## src/rtl/muldiv_unit_pkg.sv

```systemverilog
// -----------------------------------------------------------------------------
// muldiv_unit_pkg
// Shared definitions for the execute-stage HI/LO multiply/divide unit:
//   - md_op_e      : MULT/MULTU/DIV/DIVU encodings issued by decode
//   - md_state_e   : sequencer states (IDLE -> ITER -> FIX -> IDLE)
//   - md_op_bus_t  : decoded operation attributes (divide? signed?)
//   - MD_CNT_W     : width of the iteration step counter
// -----------------------------------------------------------------------------
package muldiv_unit_pkg;

  localparam int MD_CNT_W = 5;

  typedef enum logic [1:0] {
    MD_MUL  = 2'd0,
    MD_MULU = 2'd1,
    MD_DIV  = 2'd2,
    MD_DIVU = 2'd3
  } md_op_e;

  typedef enum logic [1:0] {
    ST_IDLE = 2'd0,
    ST_ITER = 2'd1,
    ST_FIX  = 2'd2
  } md_state_e;

  typedef struct packed {
    logic is_div;
    logic is_signed;
  } md_op_bus_t;

  function automatic md_op_bus_t md_decode(input md_op_e op);
    md_op_bus_t d;
    d.is_div    = (op == MD_DIV) || (op == MD_DIVU);
    d.is_signed = (op == MD_MUL) || (op == MD_DIV);
    return d;
  endfunction

endpackage

```

## src/rtl/muldiv_unit_if.sv

```systemverilog
// -----------------------------------------------------------------------------
// muldiv_unit_if
// Issue/result bundle between decode/hazard logic and the HI/LO unit.
//   start, op, a, b, cancel : issue side (driven by the master)
//   busy, done, hi, lo      : status and architectural HI/LO (driven by slave)
// Parameter XLEN: operand and HI/LO width.
// -----------------------------------------------------------------------------
interface muldiv_unit_if #(
  parameter int XLEN = 32
) ();
  import muldiv_unit_pkg::*;

  logic            start;
  md_op_e          op;
  logic [XLEN-1:0] a;
  logic [XLEN-1:0] b;
  logic            cancel;
  logic            busy;
  logic            done;
  logic [XLEN-1:0] hi;
  logic [XLEN-1:0] lo;

  modport master (
    output start, op, a, b, cancel,
    input  busy, done, hi, lo
  );

  modport slave (
    input  start, op, a, b, cancel,
    output busy, done, hi, lo
  );

endinterface

```

## src/rtl/muldiv_sign_fix.sv

```systemverilog
// -----------------------------------------------------------------------------
// muldiv_sign_fix
// Combinational sign-correction stage used in FIX, shared by the multiply and
// divide result paths.
//   is_div_i   : 1 = quotient/remainder pair, 0 = 2*XLEN-bit product
//   neg_res_i  : negate the product (mul) or the quotient (div)
//   neg_rem_i  : negate the remainder (div only)
//   raw_hi_i   : product high half, or unsigned remainder
//   raw_lo_i   : product low half, or unsigned quotient
//   hi_o, lo_o : signed-corrected values destined for HI/LO
// -----------------------------------------------------------------------------
module muldiv_sign_fix #(
  parameter int XLEN = 32
) (
  input  logic            is_div_i,
  input  logic            neg_res_i,
  input  logic            neg_rem_i,
  input  logic [XLEN-1:0] raw_hi_i,
  input  logic [XLEN-1:0] raw_lo_i,
  output logic [XLEN-1:0] hi_o,
  output logic [XLEN-1:0] lo_o
);

  logic [2*XLEN-1:0] prod;
  logic [2*XLEN-1:0] prod_neg;
  logic [XLEN-1:0]   quo_neg;
  logic [XLEN-1:0]   rem_neg;

  assign prod     = {raw_hi_i, raw_lo_i};
  assign prod_neg = -prod;
  assign quo_neg  = -raw_lo_i;
  assign rem_neg  = -raw_hi_i;

  // NOTE: every output gets a default at the top of always_comb so no path
  // leaves it unassigned; otherwise synthesis infers a latch.
  always_comb begin
    hi_o = raw_hi_i;
    lo_o = raw_lo_i;
    if (is_div_i) begin
      if (neg_res_i) lo_o = quo_neg;
      if (neg_rem_i) hi_o = rem_neg;
    end else if (neg_res_i) begin
      {hi_o, lo_o} = prod_neg;
    end
  end

endmodule

```

## src/rtl/muldiv_unit.sv

```systemverilog
// -----------------------------------------------------------------------------
// muldiv_unit
// Execute-stage HI/LO arithmetic unit for the 5-stage MIPS pipeline.
// Runs MULT/MULTU (shift-add) and DIV/DIVU (restoring shift-subtract) on
// operand magnitudes over 32 ITER cycles, then fixes signs in FIX and writes
// the architectural HI/LO registers.
//
// Ports:
//   clk  : rising-edge clock
//   rst  : synchronous, active-high reset (forces IDLE, clears HI/LO)
//   bus  : muldiv_unit_if.slave
//          start/op/a/b issue an operation (sampled only in IDLE),
//          cancel aborts an in-flight one (and suppresses start in IDLE),
//          busy = operation in flight, done = one-cycle pulse after HI/LO
//          were written, hi/lo = architectural registers.
//
// Build option:
//   MULDIV_FAST_MUL_EN : MUL/MULU complete at the accepting edge through a
//                        single-cycle XLEN x XLEN multiplier; busy never
//                        asserts for multiplies. Division is unchanged.
// -----------------------------------------------------------------------------
module muldiv_unit
  import muldiv_unit_pkg::*;
#(
  parameter int XLEN = 32
) (
  input logic          clk,
  input logic          rst,
  muldiv_unit_if.slave bus
);

  // ---------------------------------------------------------------------------
  // State
  // ---------------------------------------------------------------------------
  md_state_e             state_q;
  logic [MD_CNT_W-1:0]   cnt_q;
  logic                  is_div_q;
  logic                  neg_res_q;
  logic                  neg_rem_q;
  logic [XLEN-1:0]       opb_q;     // divisor, or multiplicand magnitude
  logic [XLEN-1:0]       hi_acc_q;  // partial remainder, or product high half
  logic [XLEN-1:0]       lo_acc_q;  // dividend->quotient, or multiplier->product low
  logic [XLEN-1:0]       hi_q;
  logic [XLEN-1:0]       lo_q;
  logic                  done_q;

  // ---------------------------------------------------------------------------
  // Issue-side decode: magnitudes and result signs
  // ---------------------------------------------------------------------------
  md_op_bus_t      dec;
  logic            neg_a;
  logic            neg_b;
  logic [XLEN-1:0] mag_a;
  logic [XLEN-1:0] mag_b;

  assign dec   = md_decode(bus.op);
  assign neg_a = dec.is_signed & bus.a[XLEN-1];
  assign neg_b = dec.is_signed & bus.b[XLEN-1];
  assign mag_a = neg_a ? -bus.a : bus.a;
  assign mag_b = neg_b ? -bus.b : bus.b;

  // ---------------------------------------------------------------------------
  // One iteration step
  // ---------------------------------------------------------------------------
  logic [XLEN:0]   mul_sum;
  logic [XLEN:0]   div_shift;  // 33-bit partial remainder after the shift-in
  logic [XLEN:0]   div_diff;
  logic [XLEN-1:0] hi_step;
  logic [XLEN-1:0] lo_step;

  assign mul_sum   = {1'b0, hi_acc_q} + (lo_acc_q[0] ? {1'b0, opb_q} : '0);
  assign div_shift = {hi_acc_q, lo_acc_q[XLEN-1]};
  assign div_diff  = div_shift - {1'b0, opb_q};

  always_comb begin
    hi_step = hi_acc_q;
    lo_step = lo_acc_q;
    if (is_div_q) begin
      // A clear borrow bit means the divisor fits: keep the difference and
      // shift in a 1; otherwise restore and shift in a 0.
      if (!div_diff[XLEN]) begin
        hi_step = div_diff[XLEN-1:0];
        lo_step = {lo_acc_q[XLEN-2:0], 1'b1};
      end else begin
        hi_step = div_shift[XLEN-1:0];
        lo_step = {lo_acc_q[XLEN-2:0], 1'b0};
      end
    end else begin
      // The product grows in from the top while the consumed multiplier bits
      // shift out at the bottom of the low half.
      hi_step = mul_sum[XLEN:1];
      lo_step = {mul_sum[0], lo_acc_q[XLEN-1:1]};
    end
  end

  // ---------------------------------------------------------------------------
  // Sign correction used in FIX
  // ---------------------------------------------------------------------------
  logic [XLEN-1:0] fix_hi;
  logic [XLEN-1:0] fix_lo;

  muldiv_sign_fix #(.XLEN(XLEN)) u_sign_fix (
    .is_div_i  (is_div_q),
    .neg_res_i (neg_res_q),
    .neg_rem_i (neg_rem_q),
    .raw_hi_i  (hi_acc_q),
    .raw_lo_i  (lo_acc_q),
    .hi_o      (fix_hi),
    .lo_o      (fix_lo)
  );

`ifdef MULDIV_FAST_MUL_EN
  // Extending both operands to 2*XLEN (sign- or zero-) makes one truncated
  // unsigned multiply correct for both MUL and MULU.
  logic [2*XLEN-1:0] ext_a;
  logic [2*XLEN-1:0] ext_b;
  logic [2*XLEN-1:0] fast_prod;

  assign ext_a     = {{XLEN{neg_a}}, bus.a};
  assign ext_b     = {{XLEN{neg_b}}, bus.b};
  assign fast_prod = ext_a * ext_b;
`endif

  // ---------------------------------------------------------------------------
  // Sequencer and datapath registers
  // ---------------------------------------------------------------------------
  // NOTE: state is written with non-blocking assignments so every register
  // samples the pre-edge values, independent of statement order.
  always_ff @(posedge clk) begin
    if (rst) begin
      state_q   <= ST_IDLE;
      cnt_q     <= '0;
      is_div_q  <= 1'b0;
      neg_res_q <= 1'b0;
      neg_rem_q <= 1'b0;
      opb_q     <= '0;
      hi_acc_q  <= '0;
      lo_acc_q  <= '0;
      hi_q      <= '0;
      lo_q      <= '0;
      done_q    <= 1'b0;
    end else begin
      done_q <= 1'b0;
      unique case (state_q)
        ST_IDLE: begin
          if (bus.start && !bus.cancel) begin
            cnt_q    <= '0;
            is_div_q <= dec.is_div;
`ifdef MULDIV_FAST_MUL_EN
            if (!dec.is_div) begin
              hi_q   <= fast_prod[2*XLEN-1:XLEN];
              lo_q   <= fast_prod[XLEN-1:0];
              done_q <= 1'b1;
            end else
`endif
            if (dec.is_div && (bus.b == '0)) begin
              // Divide by zero: preload the architectural result and let
              // FIX pass it through uncorrected.
              neg_res_q <= 1'b0;
              neg_rem_q <= 1'b0;
              hi_acc_q  <= bus.a;
              lo_acc_q  <= '1;
              opb_q     <= '0;
              state_q   <= ST_FIX;
            end else begin
              neg_res_q <= neg_a ^ neg_b;
              neg_rem_q <= neg_a;
              hi_acc_q  <= '0;
              lo_acc_q  <= dec.is_div ? mag_a : mag_b;
              opb_q     <= dec.is_div ? mag_b : mag_a;
              state_q   <= ST_ITER;
            end
          end
        end
        ST_ITER: begin
          if (bus.cancel) begin
            state_q <= ST_IDLE;
          end else begin
            hi_acc_q <= hi_step;
            lo_acc_q <= lo_step;
            cnt_q    <= cnt_q + 1'b1;
            if (cnt_q == MD_CNT_W'(XLEN - 1)) state_q <= ST_FIX;
          end
        end
        ST_FIX: begin
          if (!bus.cancel) begin
            hi_q   <= fix_hi;
            lo_q   <= fix_lo;
            done_q <= 1'b1;
          end
          state_q <= ST_IDLE;
        end
        default: state_q <= ST_IDLE;
      endcase
    end
  end

  assign bus.busy = (state_q != ST_IDLE);
  assign bus.done = done_q;
  assign bus.hi   = hi_q;
  assign bus.lo   = lo_q;

endmodule

```

## src/flat_wrapper.sv

```systemverilog
// flat-port wrapper written by rule: the top's interface ports become plain ports
module muldiv_unit_flat import muldiv_unit_pkg::*;
#(
  parameter int XLEN = 32
)
  (clk, rst, bus_start, bus_op, bus_a, bus_b, bus_cancel, bus_busy, bus_done, bus_hi, bus_lo);
  muldiv_unit_if #(.XLEN(XLEN)) bus_i ();
  input logic clk;
  input logic rst;
  input wire logic [$bits(bus_i.start)-1:0] bus_start;
  input wire logic [$bits(bus_i.op)-1:0] bus_op;
  input wire logic [$bits(bus_i.a)-1:0] bus_a;
  input wire logic [$bits(bus_i.b)-1:0] bus_b;
  input wire logic [$bits(bus_i.cancel)-1:0] bus_cancel;
  output wire logic [$bits(bus_i.busy)-1:0] bus_busy;
  output wire logic [$bits(bus_i.done)-1:0] bus_done;
  output wire logic [$bits(bus_i.hi)-1:0] bus_hi;
  output wire logic [$bits(bus_i.lo)-1:0] bus_lo;
  assign bus_i.start = bus_start;
  assign bus_i.op = bus_op;
  assign bus_i.a = bus_a;
  assign bus_i.b = bus_b;
  assign bus_i.cancel = bus_cancel;
  assign bus_busy = bus_i.busy;
  assign bus_done = bus_i.done;
  assign bus_hi = bus_i.hi;
  assign bus_lo = bus_i.lo;
  muldiv_unit #(.XLEN(XLEN)) u_core (.clk(clk), .rst(rst), .bus(bus_i));
endmodule
```

## config.mk

```make
export PLATFORM = sky130hd
export DESIGN_NAME = muldiv_unit_flat
export DESIGN_NICKNAME = d
export VERILOG_FILES = /design/src/rtl/muldiv_unit_pkg.sv /design/src/rtl/muldiv_unit_if.sv /design/src/rtl/muldiv_sign_fix.sv /design/src/rtl/muldiv_unit.sv /design/src/flat_wrapper.sv
export SDC_FILE = /design/constraint.sdc
export NUM_CORES = 1
export LEC_CHECK = 0
export CORE_ASPECT_RATIO = 0.5
export CORE_MARGIN = 2
export CORE_UTILIZATION = 60
export CTS_BUF_LIST = sky130_fd_sc_hd__clkbuf_8
export DETAILED_ROUTE_END_ITERATION = 10
export DONT_BUFFER_PORTS = 1
export MAX_ROUTING_LAYER = met4
export PLACE_DENSITY = 0.75
export SLEW_MARGIN = 20
export SYNTH_ARGS = -nofsm -noshare
export SYNTH_HDL_FRONTEND = slang
export SYNTH_HIERARCHICAL = 1
export SYNTH_SLANG_ARGS = --single-unit
```

## constraint.sdc

```tcl
create_clock -name clk -period 9.4 [get_ports clk]
set_input_delay 0.94 -clock clk [delete_from_list [all_inputs] [get_ports clk]]
set_output_delay 0.94 -clock clk [all_outputs]
set_load 0.05 [all_outputs]
```

==> out/results.tsv <==
metric	value	unit
Die Width	227	um
row count	40	
clk_lat worst skew	0.51	ns
Mapped Area	14900	um^2
EDFF count, synth	0	
Inst Count DP	2306	
crit-path max FO	45	
die height	115	um
crit path capture type	flop	
Initial Util	0.616	
Cell Count, Final, Fillers Out	2339	
initial antenna violation count	1	
DRT iter0 DRCs	2062	
gpl congestion	1.05	
vias	15600	
crit path DAT	4.74	ns
placed inst area	15000	um^2
Mapped Nets	2215	
register area	3430	um^2
io pins	136	
fill count	2340	
TritonCTS clock tree	done	
Routed WL	54100	um
number of max-cap violations	0	
first-pass GRT wire length	80200	um
TNS Setup	0	ns
grt total ovfl	0	
vias per inst	6.65	
Netlist cell types	87	
multi-input logic area	10800	um^2
Power, Total	2.06	mW
final worst slack	5.06	ns
final setup fails	0	
Port Buf Inserts	0	
Fin. Hold Viols	0	
CTS Buf Count	17	
fraction of layout cells with a size suffix above 1	0.0509	
Crit Path Category	reg2reg	
Seq/Total Area, Yosys	0.230	
core area	24200	um^2
DR WL/cell	23.1	um
GRT Total Usage	0.419	
vias in the first global route	13400	
Pleak	5.65	nW
H-tree level count	4	
Design Area, Final	15400	um^2
Final Skew	0.0230	ns
Clock Path Buffers	2	
Area growth syn-to-layout	3.44	%
Mapped Cells	2073	
Post CTS Setup Buffer Count	0	
syn avg cell area	7.18	um^2
clk slew on worst S/H paths	0.10	ns
Final min period	4.34	ns
Final Cycle Share	0.461	
drt pass-1 iters	7	
run status	complete, no violations	
Hold WC Path Type	reg2reg	
commonest register cell after synthesis	dfxtp_1	
final hold slack	0.471	ns
die area	26200	um^2
Worst-Margin Slew	1.21	ns
pwr dens	134	nW/um^2
Worst Path Required	9.80	ns
Yosys reg bits	171	
Relative slew margins	0.176	
PostCTS Resize Cnt	0	
fin nets	2131	
RSZ-0062 raised after global routing	false	
Root Driver	clkbuf_8	
largest net degree at the start of global routing	138	
Place WS	5.20	ns
final core occ	0.637	
DP Wirelength	41100	um
Max VDD drop	93.8	uV
Detail Route Antenna Nets	0	
DRC	0	
f_max	231	MHz
YS warnings	6	
async set-reset flop share out of synthesis	0	
Final Slew Violations	0	
TritonCTS Sinks	171	
Startpoint Class	flop	
hold buffers post-CTS	0	
[synth_stat cells (8+ instances only)]
cell type  number  area share
dfxtp_1       171        0.23
mux2i_1        53       0.036
or4_1          19      0.0096
nor2b_1        13      0.0055
nor3_1         61       0.020
o211ai_1       11      0.0055
and2_1         34       0.014
buf_1          14      0.0035
buf_2          10      0.0034
mux2_2         13      0.0098
nor4_1         23      0.0097
clkbuf_1       97       0.024
or3_1          23      0.0097
xor2_1         54       0.032
o21a_1          9      0.0045
ha_1           70       0.059
nand3_1        52       0.017
nand4_1        21      0.0088
a21o_1         19      0.0096
nand2_1       284       0.072
inv_1          61       0.015
nor2_1        153       0.039
and3_1         11      0.0046
o21ai_0       156       0.052
a211oi_1       27       0.014
o41ai_1        13      0.0076
xnor2_1       115       0.068
nand2b_1       25       0.011
o21bai_1        8      0.0040
a22o_1         30       0.018
a221oi_1        8      0.0047
a31oi_1        18      0.0076
a21oi_1       251       0.084
o31ai_1        29       0.015
o311ai_0        9      0.0053
[cells by family (layout without fill, tap and decap cells)]
| logic type | after synthesis | count (layout) | synth area share |
|---|---|---|---|
| xor gates and xnor gates | 170 | 170 | 0.100 |
| other | 0 | 1 | 0 |
| AOI/OAI and AO/OA | 649 | 649 | 0.268 |
| DFF | 171 | 171 | 0.230 |
| buffers and inverters | 189 | 118 | 0.0503 |
| and+or+nand+nor | 756 | 756 | 0.244 |
| adders and majority gates | 72 | 72 | 0.0615 |
| muxes | 66 | 66 | 0.0454 |
[area by class of cell]
type / instances / area share
sequential: 171 / 0.222
tap: 336 / 0.0273
clock inverter: 12 / 0.00763
clock buffer: 20 / 0.0179
multi-input combinational: 1713 / 0.698
inverter: 62 / 0.0151
antenna: 1 / 0.000162
timing repair buffer: 24 / 0.0117
[layout by cell type (no fill, tap or decap), types with 21 or more instances in the layout]
cell type,count
and2_1,33
nand2_1,282
o31ai_1,29
nand3_1,52
nor4_1,23
ha_1,70
nand2b_1,25
nor3_1,61
a22o_1,30
mux2i_1,53
nand4_1,21
xor2_1,54
a211oi_1,27
xnor2_1,115
dfxtp_1,170
a21oi_1,251
nor2_1,151
inv_1,61
o21ai_0,156
buf_4,24
or3_1,23
[routing by layer]
layer  vias to the layer above  track usage  wire length [um]
met5                         -            -                 0
met4                         0        0.156              1850
met3                       112        0.148              7110
met2                       853        0.568             21300
met1                      7268        0.565             23800
li1                       7328            -                 -
[registers in the layout, summed over array words and instances, names as in the netlist]
signal	flops
u_core/bus.lo	32
u_core/is_div_q	1
u_core/bus.done	1
u_core/neg_res_q	1
u_core/neg_rem_q	1
u_core/state_q	2
u_core/cnt_q	5
u_core/hi_acc_q	32
u_core/bus.hi	32
u_core/opb_q	32
u_core/lo_acc_q	32
[worst max-delay path, cell delays in order, from the launching register on]
cell      delay, ns
dfxtp_1        0.43
inv_1          0.09
ha_1           0.21
fa_1           0.41
nand2b_1       0.21
a211oi_1       0.57
nor4_2         0.17
o31ai_2        0.45
a31oi_1        0.27
xnor2_4        0.17
buf_4          0.53
mux2i_1        0.25
a21oi_1        0.09
a311o_1        0.36
[power breakdown]
group	total [mW]	switching, mW	internal (mW)
Sequential	0.817	0.0655	0.751
Combinational	0.720	0.448	0.272
Clock	0.527	0.312	0.216
[worst paths after layout]
| kind | slack [ns] | to | startpoint | cells past startpoint |
|---|---|---|---|---|
| setup / recovery | 5.06 | u_core/hi_acc_q[4]$_SDFFE_PP0P_ | u_core/lo_acc_q[31]$_SDFFE_PP0P_ | 13 |
| hold / removal | 0.47 | u_core/cnt_q[4]$_SDFFE_PP0P_ | u_core/cnt_q[4]$_SDFFE_PP0P_ | 2 |
| setup reg to reg | 5.06 | u_core/hi_acc_q[4]$_SDFFE_PP0P_ | u_core/lo_acc_q[31]$_SDFFE_PP0P_ | 13 |
| hold reg to reg | 0.47 | u_core/cnt_q[4]$_SDFFE_PP0P_ | u_core/cnt_q[4]$_SDFFE_PP0P_ | 2 |
Note: power is estimated with default switching activity, not from simulation.
